<file path="src/rtl/ftdi_fifo_responder.sv">
`default_nettype none
// ============================================================================
// Module   : ftdi_fifo_responder
// Purpose  : Device-side FT245-style asynchronous byte FIFO model. Answers the
//            host's rd_n/wr_n strobes from an internal TX/RX FIFO pair.
// Revision : 1.0 - initial release
// ============================================================================
module ftdi_fifo_responder #(
    parameter int DEPTH     = 16,
    parameter int PRECHARGE = 4
) (
    input  logic                     clock,
    input  logic                     reset_n,
    input  logic                     rd_n,
    input  logic                     wr_n,
    input  logic [7:0]               adbus_in,
    output logic [7:0]               adbus_out,
    output logic                     adbus_oe,
    output logic                     rxf_n,
    output logic                     txe_n,
    input  logic [7:0]               src_data,
    input  logic                     src_valid,
    output logic                     src_ready,
    output logic [7:0]               snk_data,
    output logic                     snk_valid,
    input  logic                     snk_ready,
    output logic [$clog2(DEPTH):0]   tx_count,
    output logic [$clog2(DEPTH):0]   rx_count,
    output logic                     protocol_err
);

    localparam int               c_aw   = $clog2(DEPTH);
    localparam logic [c_aw:0]    c_full = (c_aw+1)'(DEPTH);
    localparam logic [3:0]       c_pre  = 4'(PRECHARGE);

    typedef enum logic [1:0] {R_IDLE = 2'd0, R_DRIVE = 2'd1, R_PRE = 2'd2} rstate_t;
    typedef enum logic [1:0] {W_IDLE = 2'd0, W_LOW = 2'd1, W_PRE = 2'd2} wstate_t;

    rstate_t          r_rstate;
    wstate_t          r_wstate;
    logic [3:0]       r_rcnt;
    logic [3:0]       r_wcnt;
    logic             r_rd_has_byte;
    logic             r_live;

    logic             r_rd_meta, r_rd_sync, r_rd_prev, r_rd_arm;
    logic             r_wr_meta, r_wr_sync, r_wr_prev, r_wr_arm;
    logic [7:0]       r_ad_meta, r_ad_sync;

    logic [7:0]       r_tx_mem [DEPTH];
    logic [7:0]       r_rx_mem [DEPTH];
    logic [c_aw-1:0]  r_tx_wptr, r_tx_rptr, r_rx_wptr, r_rx_rptr;
    logic [c_aw:0]    r_tx_count, r_rx_count;

    logic             w_rd_fall, w_rd_rise, w_wr_fall, w_wr_rise, w_both_low;
    logic             w_tx_push, w_tx_pop, w_rx_push, w_rx_pop;
    logic             w_tx_nonempty, w_rx_not_full, w_err;

    // Sync flops reset low so a strobe must be seen high before a fall counts;
    // this ignores a strobe still held low when reset releases.
    always_ff @(posedge clock or negedge reset_n) begin
        if (!reset_n) begin
            r_rd_meta <= 1'b0; r_rd_sync <= 1'b0; r_rd_prev <= 1'b0; r_rd_arm <= 1'b0;
            r_wr_meta <= 1'b0; r_wr_sync <= 1'b0; r_wr_prev <= 1'b0; r_wr_arm <= 1'b0;
            r_ad_meta <= 8'h00; r_ad_sync <= 8'h00;
            r_live    <= 1'b0;
        end else begin
            r_rd_meta <= rd_n;      r_rd_sync <= r_rd_meta; r_rd_prev <= r_rd_sync;
            r_rd_arm  <= r_rd_arm | r_rd_sync;
            r_wr_meta <= wr_n;      r_wr_sync <= r_wr_meta; r_wr_prev <= r_wr_sync;
            r_wr_arm  <= r_wr_arm | r_wr_sync;
            r_ad_meta <= adbus_in;  r_ad_sync <= r_ad_meta;
            r_live    <= 1'b1;
        end
    end

    assign w_rd_fall  = r_rd_prev & ~r_rd_sync;
    assign w_rd_rise  = ~r_rd_prev & r_rd_sync;
    assign w_wr_fall  = r_wr_prev & ~r_wr_sync;
    assign w_wr_rise  = ~r_wr_prev & r_wr_sync;
    assign w_both_low = r_rd_arm & r_wr_arm & ~r_rd_sync & ~r_wr_sync;

    assign w_tx_nonempty = (r_tx_count != '0);
    assign w_rx_not_full = (r_rx_count != c_full);

    assign src_ready = r_live & (r_tx_count != c_full);
    assign w_tx_push = src_valid & src_ready;
    assign w_tx_pop  = (r_rstate == R_DRIVE) & w_rd_rise & r_rd_has_byte;

    assign snk_valid = (r_rx_count != '0);
    assign snk_data  = snk_valid ? r_rx_mem[r_rx_rptr] : 8'h00;
    assign w_rx_pop  = snk_valid & snk_ready;
    assign w_rx_push = (r_wstate == W_LOW) & w_wr_rise & w_rx_not_full;

    assign tx_count = r_tx_count;
    assign rx_count = r_rx_count;

    always_ff @(posedge clock) begin
        if (w_tx_push) r_tx_mem[r_tx_wptr] <= src_data;
        if (w_rx_push) r_rx_mem[r_rx_wptr] <= r_ad_sync;
    end

    always_ff @(posedge clock or negedge reset_n) begin
        if (!reset_n) begin
            r_tx_wptr  <= '0;
            r_tx_rptr  <= '0;
            r_tx_count <= '0;
            r_rx_wptr  <= '0;
            r_rx_rptr  <= '0;
            r_rx_count <= '0;
        end else begin
            if (w_tx_push) r_tx_wptr <= r_tx_wptr + 1'b1;
            if (w_tx_pop)  r_tx_rptr <= r_tx_rptr + 1'b1;
            case ({w_tx_push, w_tx_pop})
                2'b10:   r_tx_count <= r_tx_count + 1'b1;
                2'b01:   r_tx_count <= r_tx_count - 1'b1;
                default: r_tx_count <= r_tx_count;
            endcase
            if (w_rx_push) r_rx_wptr <= r_rx_wptr + 1'b1;
            if (w_rx_pop)  r_rx_rptr <= r_rx_rptr + 1'b1;
            case ({w_rx_push, w_rx_pop})
                2'b10:   r_rx_count <= r_rx_count + 1'b1;
                2'b01:   r_rx_count <= r_rx_count - 1'b1;
                default: r_rx_count <= r_rx_count;
            endcase
        end
    end

    always_ff @(posedge clock or negedge reset_n) begin
        if (!reset_n) begin
            r_rstate      <= R_IDLE;
            r_rcnt        <= 4'd0;
            r_rd_has_byte <= 1'b0;
            adbus_out     <= 8'h00;
            adbus_oe      <= 1'b0;
            rxf_n         <= 1'b1;
        end else begin
            rxf_n <= ~((r_rstate == R_IDLE) && w_tx_nonempty);
            case (r_rstate)
                R_IDLE: begin
                    if (w_rd_fall) begin
                        r_rstate      <= R_DRIVE;
                        adbus_oe      <= 1'b1;
                        r_rd_has_byte <= w_tx_nonempty;
                        adbus_out     <= w_tx_nonempty ? r_tx_mem[r_tx_rptr] : 8'h00;
                    end
                end
                R_DRIVE: begin
                    if (w_rd_rise) begin
                        r_rstate <= R_PRE;
                        adbus_oe <= 1'b0;
                        r_rcnt   <= c_pre;
                    end
                end
                R_PRE: begin
                    r_rcnt <= r_rcnt - 1'b1;
                    if (r_rcnt == 4'd1) r_rstate <= R_IDLE;
                end
                default: r_rstate <= R_IDLE;
            endcase
        end
    end

    // A write that overlaps a read is abandoned; its later rise is seen in W_IDLE and ignored.
    always_ff @(posedge clock or negedge reset_n) begin
        if (!reset_n) begin
            r_wstate <= W_IDLE;
            r_wcnt   <= 4'd0;
            txe_n    <= 1'b1;
        end else begin
            txe_n <= ~((r_wstate == W_IDLE) && w_rx_not_full);
            case (r_wstate)
                W_IDLE: begin
                    if (w_wr_fall && !w_both_low) r_wstate <= W_LOW;
                end
                W_LOW: begin
                    if (w_both_low) begin
                        r_wstate <= W_IDLE;
                    end else if (w_wr_rise) begin
                        r_wstate <= W_PRE;
                        r_wcnt   <= c_pre;
                    end
                end
                W_PRE: begin
                    r_wcnt <= r_wcnt - 1'b1;
                    if (r_wcnt == 4'd1) r_wstate <= W_IDLE;
                end
                default: r_wstate <= W_IDLE;
            endcase
        end
    end

    assign w_err = ((r_rstate == R_IDLE) & w_rd_fall & ~w_tx_nonempty)
                 | ((r_rstate == R_PRE)  & w_rd_fall)
                 | ((r_wstate == W_LOW)  & w_wr_rise & ~w_rx_not_full)
                 | ((r_wstate == W_PRE)  & w_wr_fall)
                 | w_both_low;

    always_ff @(posedge clock or negedge reset_n) begin
        if (!reset_n)   protocol_err <= 1'b0;
        else if (w_err) protocol_err <= 1'b1;
    end

endmodule
`default_nettype wire

</file>
<file path="config.mk">
export PLATFORM = sky130hd
export DESIGN_NAME = ftdi_fifo_responder
export DESIGN_NICKNAME = d
export VERILOG_FILES = /design/src/rtl/ftdi_fifo_responder.sv
export SDC_FILE = /design/constraint.sdc
export NUM_CORES = 1
export LEC_CHECK = 0
export CORE_MARGIN = 2
export CORE_UTILIZATION = 55
export DETAILED_ROUTE_END_ITERATION = 10
export GPL_TIMING_DRIVEN = 0
export MAX_ROUTING_LAYER = met4
export PLACE_DENSITY_LB_ADDON = 0.15
export SLEW_MARGIN = 40
export SYNTH_ARGS = -nofsm -noshare
export SYNTH_HDL_FRONTEND = slang
export SYNTH_SLANG_ARGS = --single-unit
</file>
<file path="constraint.sdc">
create_clock -name clock -period 8.8 [get_ports clock]
set_input_delay 1.76 -clock clock [delete_from_list [all_inputs] [get_ports clock]]
set_output_delay 1.76 -clock clock [all_outputs]
set_load 0.02 [all_outputs]
</file>
Word level (Yosys, flattened, before mapping). Memory sizes are Yosys's and may differ from the RTL's. Cells that the tools add are included.

Bits in registers: 76. Memory bits (read-only): 0. Logic and storage cells: 136. Output and inout port bits: 32. Bits in latches: 0. RAM bits: 256. Memories: 2. Input port bits: 22.

Equal/unequal tests: 20. Divide/modulo/power cells: 0. Mux-type cells: 25. Add/sub/neg operators: 10. Reductions and logical operators: 19. Shifts and indexed selects: 0. Bitwise operators: 33. Magnitude comparators: 0. $mul: 0.

Memory list: r_rx_mem (depth 16, width 8, rd ports 1, clocked after Yosys merged registers in 0, wr ports 1, RTL line 51) `logic [7:0] r_rx_mem [DEPTH];`; r_tx_mem (depth 16, width 8, rd ports 1, clocked after Yosys merged registers in 0, wr ports 1, RTL line 50) `logic [7:0] r_tx_mem [DEPTH];`.

Operator list (count): $pmux W5 S2 (2); $and A1 B1 Y1 (19); $add A4 B1 Y4 const B (4); $mux W8 (2); $pmux W4 S2 (2); $mux W2 (7); $mux W4 (3); $ne A2 B2 Y1 const B (6); $pmux W2 S3 (2); $reduce_and A3 Y1 (4); $add A5 B1 Y5 const B (2); $ne A5 B5 Y1 const B (2); $reduce_bool A2 Y1 (5); $reduce_bool A5 Y1 (2); $sub A5 B1 Y5 const B (2); $eq A2 B1 Y1 const B (4); $eq A2 B2 Y1 const B (4); $eq A4 B1 Y1 const B (2); $not A1 Y1 (8); $sub A4 B1 Y4 const B (2); $mux W1 (6); $or A1 B1 Y1 (6); $logic_not A2 Y1 (2); $reduce_and A2 Y1 (2); other kinds (5) (7).

Longest topological paths before layout.
Depth after elaboration: 8. Mapped depth: 12. Mapped depth without buffers: 10.

Least setup slack after synthesis. Ideal clock, no wire load.

Kind: input -> register. From: in src_valid. To: reg r_tx_count[4] (netlist: tx_count[4]). Stages: 11. Arrival: 3840 ps. Path buffers: 1. Setup time: 81 ps. Slack: 4879 ps. Required time: 8719 ps. Cell sequence: inv_1 a211oi_2 inv_1 ha_1 clkbuf_1 xor2_1 ha_1 a21boi_0 o32ai_1 nor4b_1 xnor2_1.

Cells in the longest elaborated chain, start to end: 3. Elaborated cells on any way between the ends: 5. Those cells by class: eq/ne: 2; mux: 1; bitwise: 1; reduce/logical: 1.

RTL lines: start: declaration (RTL line 22) `input logic src_valid,`; $and A1 B1 Y1 (*) (RTL line 87) `assign w_tx_push = src_valid & src_ready;`; $eq A2 B1 Y1 / $eq A2 B2 Y1 (equally long branches) (RTL line 114) `case ({w_tx_push, w_tx_pop})`; $pmux W5 S2 / $reduce_bool A2 Y1 (equally long branches); end signal: assignment (RTL line 115) `2'b10: r_tx_count <= r_tx_count + 1'b1;`; end signal: assignment (RTL line 116) `2'b01: r_tx_count <= r_tx_count - 1'b1;`; end signal: assignment (RTL line 117) `default: r_tx_count <= r_tx_count;`; end: declaration (RTL line 53) `logic [c_aw:0] r_tx_count, r_rx_count;`.

Every way passes the cells marked *; elsewhere a longest branch is shown, timed or not. A chain may end at the register's enable or synchronous reset.

Worst setup path in the final report.
From: reg r_rx_rptr[1]. To: out snk_data[0].

Cells in the longest elaborated chain, start to end: 2.

RTL lines: start: declaration (RTL line 52) `logic [c_aw-1:0] r_tx_wptr, r_tx_rptr, r_rx_wptr, r_rx_rptr;`; start signal: assignment (RTL line 120) `if (w_rx_pop) r_rx_rptr <= r_rx_rptr + 1'b1;`; $mem_v2 Z16 W8; $mux W8 (RTL line 91) `assign snk_data = snk_valid ? r_rx_mem[r_rx_rptr] : 8'h00;`; end: declaration (RTL line 24) `output logic [7:0] snk_data,`.

Every way passes these cells.

==> results.md <==
- Pre-CTS setup slack: 4.03 ns
- Seq/Total Area, Yosys: a little under three quarters
- FP Rows: 57
- Nets: between 800 and 900
- Power Internal: 3.42 mW
- Flops & latches, synth: 332
- Vias in the first global route: 7,079
- # Post-CTS Setup Buffers: 0
- Mapped Nets: roughly 760
- Die Ht: 160 um
- Largest vdd supply drop: around 210 uV
- EDFF count, synth: 256
- Post-synth top area share: between 50% and 60%
- Setup ws final: 3.93 ns
- Mapped cell area: ~13,000 um2
- Yosys top cell by area: edfxtp_1
- Main synth FF type: edfxtp_1
- Outcome: completed
- CP endpoint kind: primary output
- CP startpoint kind: register
- Ys async rst share: 22.9%
- Met1 Use GR: 25.9%
- Chip width: 160 um
- Fin crit period: about 4.9 ns
- GP Congestion: 0.817
- Maxcap violations: 0
- Clk pwr share: 29.9%
- Count of cell types in the netlist: 53
- NetSw: about 1.4 mW
- Worst EP required: 7.04 ns
- FMAX: 205 MHz
- Unrepaired setup endpoints after global routing: false
- Pwr Density: 313 nW/um2
- Slew at the pin closest to its max-slew limit: roughly 0.8 ns
- Top post-synthesis cells by area: edfxtp_1 (58%), dfrtp_1 (14%), mux4_2 (6.4%), mux4_1 (5.1%), mux2i_1 (3.1%)
- Post-CTS sizing: 0
- Hold-fix buffers, CTS: 0
- Min-Delay Path Class: register to register
- Post-Route Utilization: 64.4%
- Leakage: approximately 5.5 nW
- Seq pwr share: 40.3%
- Clk sinks: approximately 330
- Core area: 24,100 um2
- Max Slew Vio Count: 0
- Worst hold slack: 0.343 ns
- Antenna fix cells: 0
- Relative slew margins: 46.3%
- Setup Viol. Count Final: 0
- # IOs: 54
- WS Path Type: register to primary output
- YS warnings: 0
- Total grt overflow: 0
- GR peak layer: met2
- WL/cell: approximately 22 um
- Total number of vias: 6,573
- Syn-to-layout area delta: 16.2%
- Die area: ~26,000 um2
- Final hold vios: 0
- Clock transition at path regs: 0.06 ns
- Antenna Nets Post-Route: 0
- Met3 Usage GRT: ~3.6%
- Remaining DRCs: 0
- Post-detail-place hpwl: 16,300 um
- GRT met2 Usage: roughly 36%
- Router iterations before antenna repair: 4
- Synth Area per Inst: 18.8 um2
- Clock latency on the worst-skew pair: 0.50 ns
- Share of cells above drive strength 1: 16.4%
- CTS max path bufs: 3
- Gr usage total: between 20% and 30%
- CTS root buffer: clkbuf_16
- Comb power frac: 29.8%
- Post-Synthesis Cells: roughly 700
- First-pass GRT wire length: a little under 40,000 um
- Fin crit share: 55.3%
- Antenna violations before repair: 0
- Starting Density: between 50 and 60%
- Setup TNS: 0 ns
- CTS buffer count: 35
- Most instantiated cells after synthesis: edfxtp_1 (256), dfrtp_1 (74), mux2i_1 (41)
- CP max FO: 10
- Switching share of total power: 29.7%
- CTS tree: yes
- DRT iter0 DRCs: 367
- Via-per-instance ratio: 5.70
- Largest net degree at the start of global routing: 40
- IO Port Bufs: 53
- Critical path arrival: 3.11 ns
- Most frequent cell after synthesis: edfxtp_1
- Post-Route WL: 24,800 um
- Clock Skew: 0.0152 ns
- H-Tree Depth: 2
- PnR Total Power: 4.86 mW
==> registers in the layout, summed over array words and instances (netlist names), 4 cells and up <==
register and cells:
r_ad_meta 8, r_wcnt 4, r_rcnt 4, r_rx_wptr 4, r_ad_sync 8, r_rx_rptr 4
tx_count 5, adbus_out 8, r_tx_rptr 4, r_tx_wptr 4, r_tx_mem 128, r_rx_mem 128
rx_count 5
==> power groups by stage <==
| stage | registers (mW) | logic [mW] | clock network [mW] |
|---|---|---|---|
| floorplan | 2.02 | 0.940 | 0 |
| global placement | 1.98 | 1.41 | 0 |
| detailed placement | 1.99 | 1.46 | 0 |
| CTS | 1.96 | 1.47 | 1.48 |
| global route | 1.98 | 1.57 | 1.55 |
| finish | 1.96 | 1.45 | 1.45 |
==> cell usage in the layout, fill, tap and decap left out, types with 5 or more instances in the layout <==
cell	n
inv_1	20
nor2b_1	6
clkdlybuf4s50_1	52
o22ai_1	8
nor2_2	9
mux2_2	5
a21oi_1	9
clkinv_2	5
mux2i_1	41
nand2b_1	9
ha_1	22
buf_2	10
and2_1	13
nor2_1	16
clkbuf_16	37
mux4_1	26
xor2_1	6
edfxtp_1	256
a22o_1	8
nand2_1	24
xnor2_1	17
dfrtp_1	74
nor3b_1	5
o21ai_0	15
clkbuf_1	17
clkinv_1	8
mux4_2	38
==> final timing paths <==
path / startpoint / endpoint / slack, ns / cells past startpoint
max in group asynchronous: reset_n / r_ad_sync[1] / 7.09 / 2
min in group asynchronous: reset_n / r_tx_wptr[3] / 1.16 / 1
min: r_ad_meta[6] / r_ad_sync[6] / 0.34 / 0
min reg2reg: r_ad_meta[6] / r_ad_sync[6] / 0.34 / 0
max: r_rx_rptr[1] / snk_data[0] / 3.93 / 6
max reg2reg: r_rstate[1] / tx_count[4] / 5.42 / 11
==> worst max-delay path, cell delays in order, from the launching register on <==
cell             delay (ns)
dfrtp_1                0.35
clkbuf_1               0.29
clkbuf_1               0.60
mux4_2                 0.42
mux2i_1                0.23
o22ai_1                0.15
clkdlybuf4s50_1        0.56
==> kinds of logic (layout without fill, tap and decap cells) <==
kind of cell,after synthesis,after routing,share of synthesized area [%]
compound gates,54,54,2.69
mux,110,110,15.0
xor+xnor,23,23,1.51
buf+inv,52,170,1.90
other cells,1,1,0.0281
fa+ha+maj,23,23,2.21
simple gates,117,117,4.82
flops,332,332,71.8
==> final cells by class <==
cell class                      count  area, um2
Tap cell                          324        405
Fill cell                        1723       8590
Clock inverter                     18        161
Clock buffer                       45        986
Inverter                           20       75.1
Buffer                             32        179
Sequential cell                   332       9590
Multi-Input combinational cell    328       3560
Timing Repair Buffer               55        559
==> through the flow <==
| stage | cells | instance area [um2] |
|---|---|---|
| 2_1_floorplan | 712 | 13400 |
| 3_3_place_gp | 1089 | 14300 |
| 3_5_place_dp | 1091 | 14300 |
| 4_1_cts | 1154 | 15500 |
| 5_1_grt | 1154 | 15500 |
| 6_report | 1154 | 15500 |
==> per-layer routing <==
| metal | part of all wire (%) | wire [um] |
|---|---|---|
| met5 | 0 | 0 |
| met2 | 53 | 13300 |
| met3 | 4.0 | 981 |
| met4 | 2.1 | 533 |
| met1 | 40 | 10000 |
(Power assumes the default switching activity.)
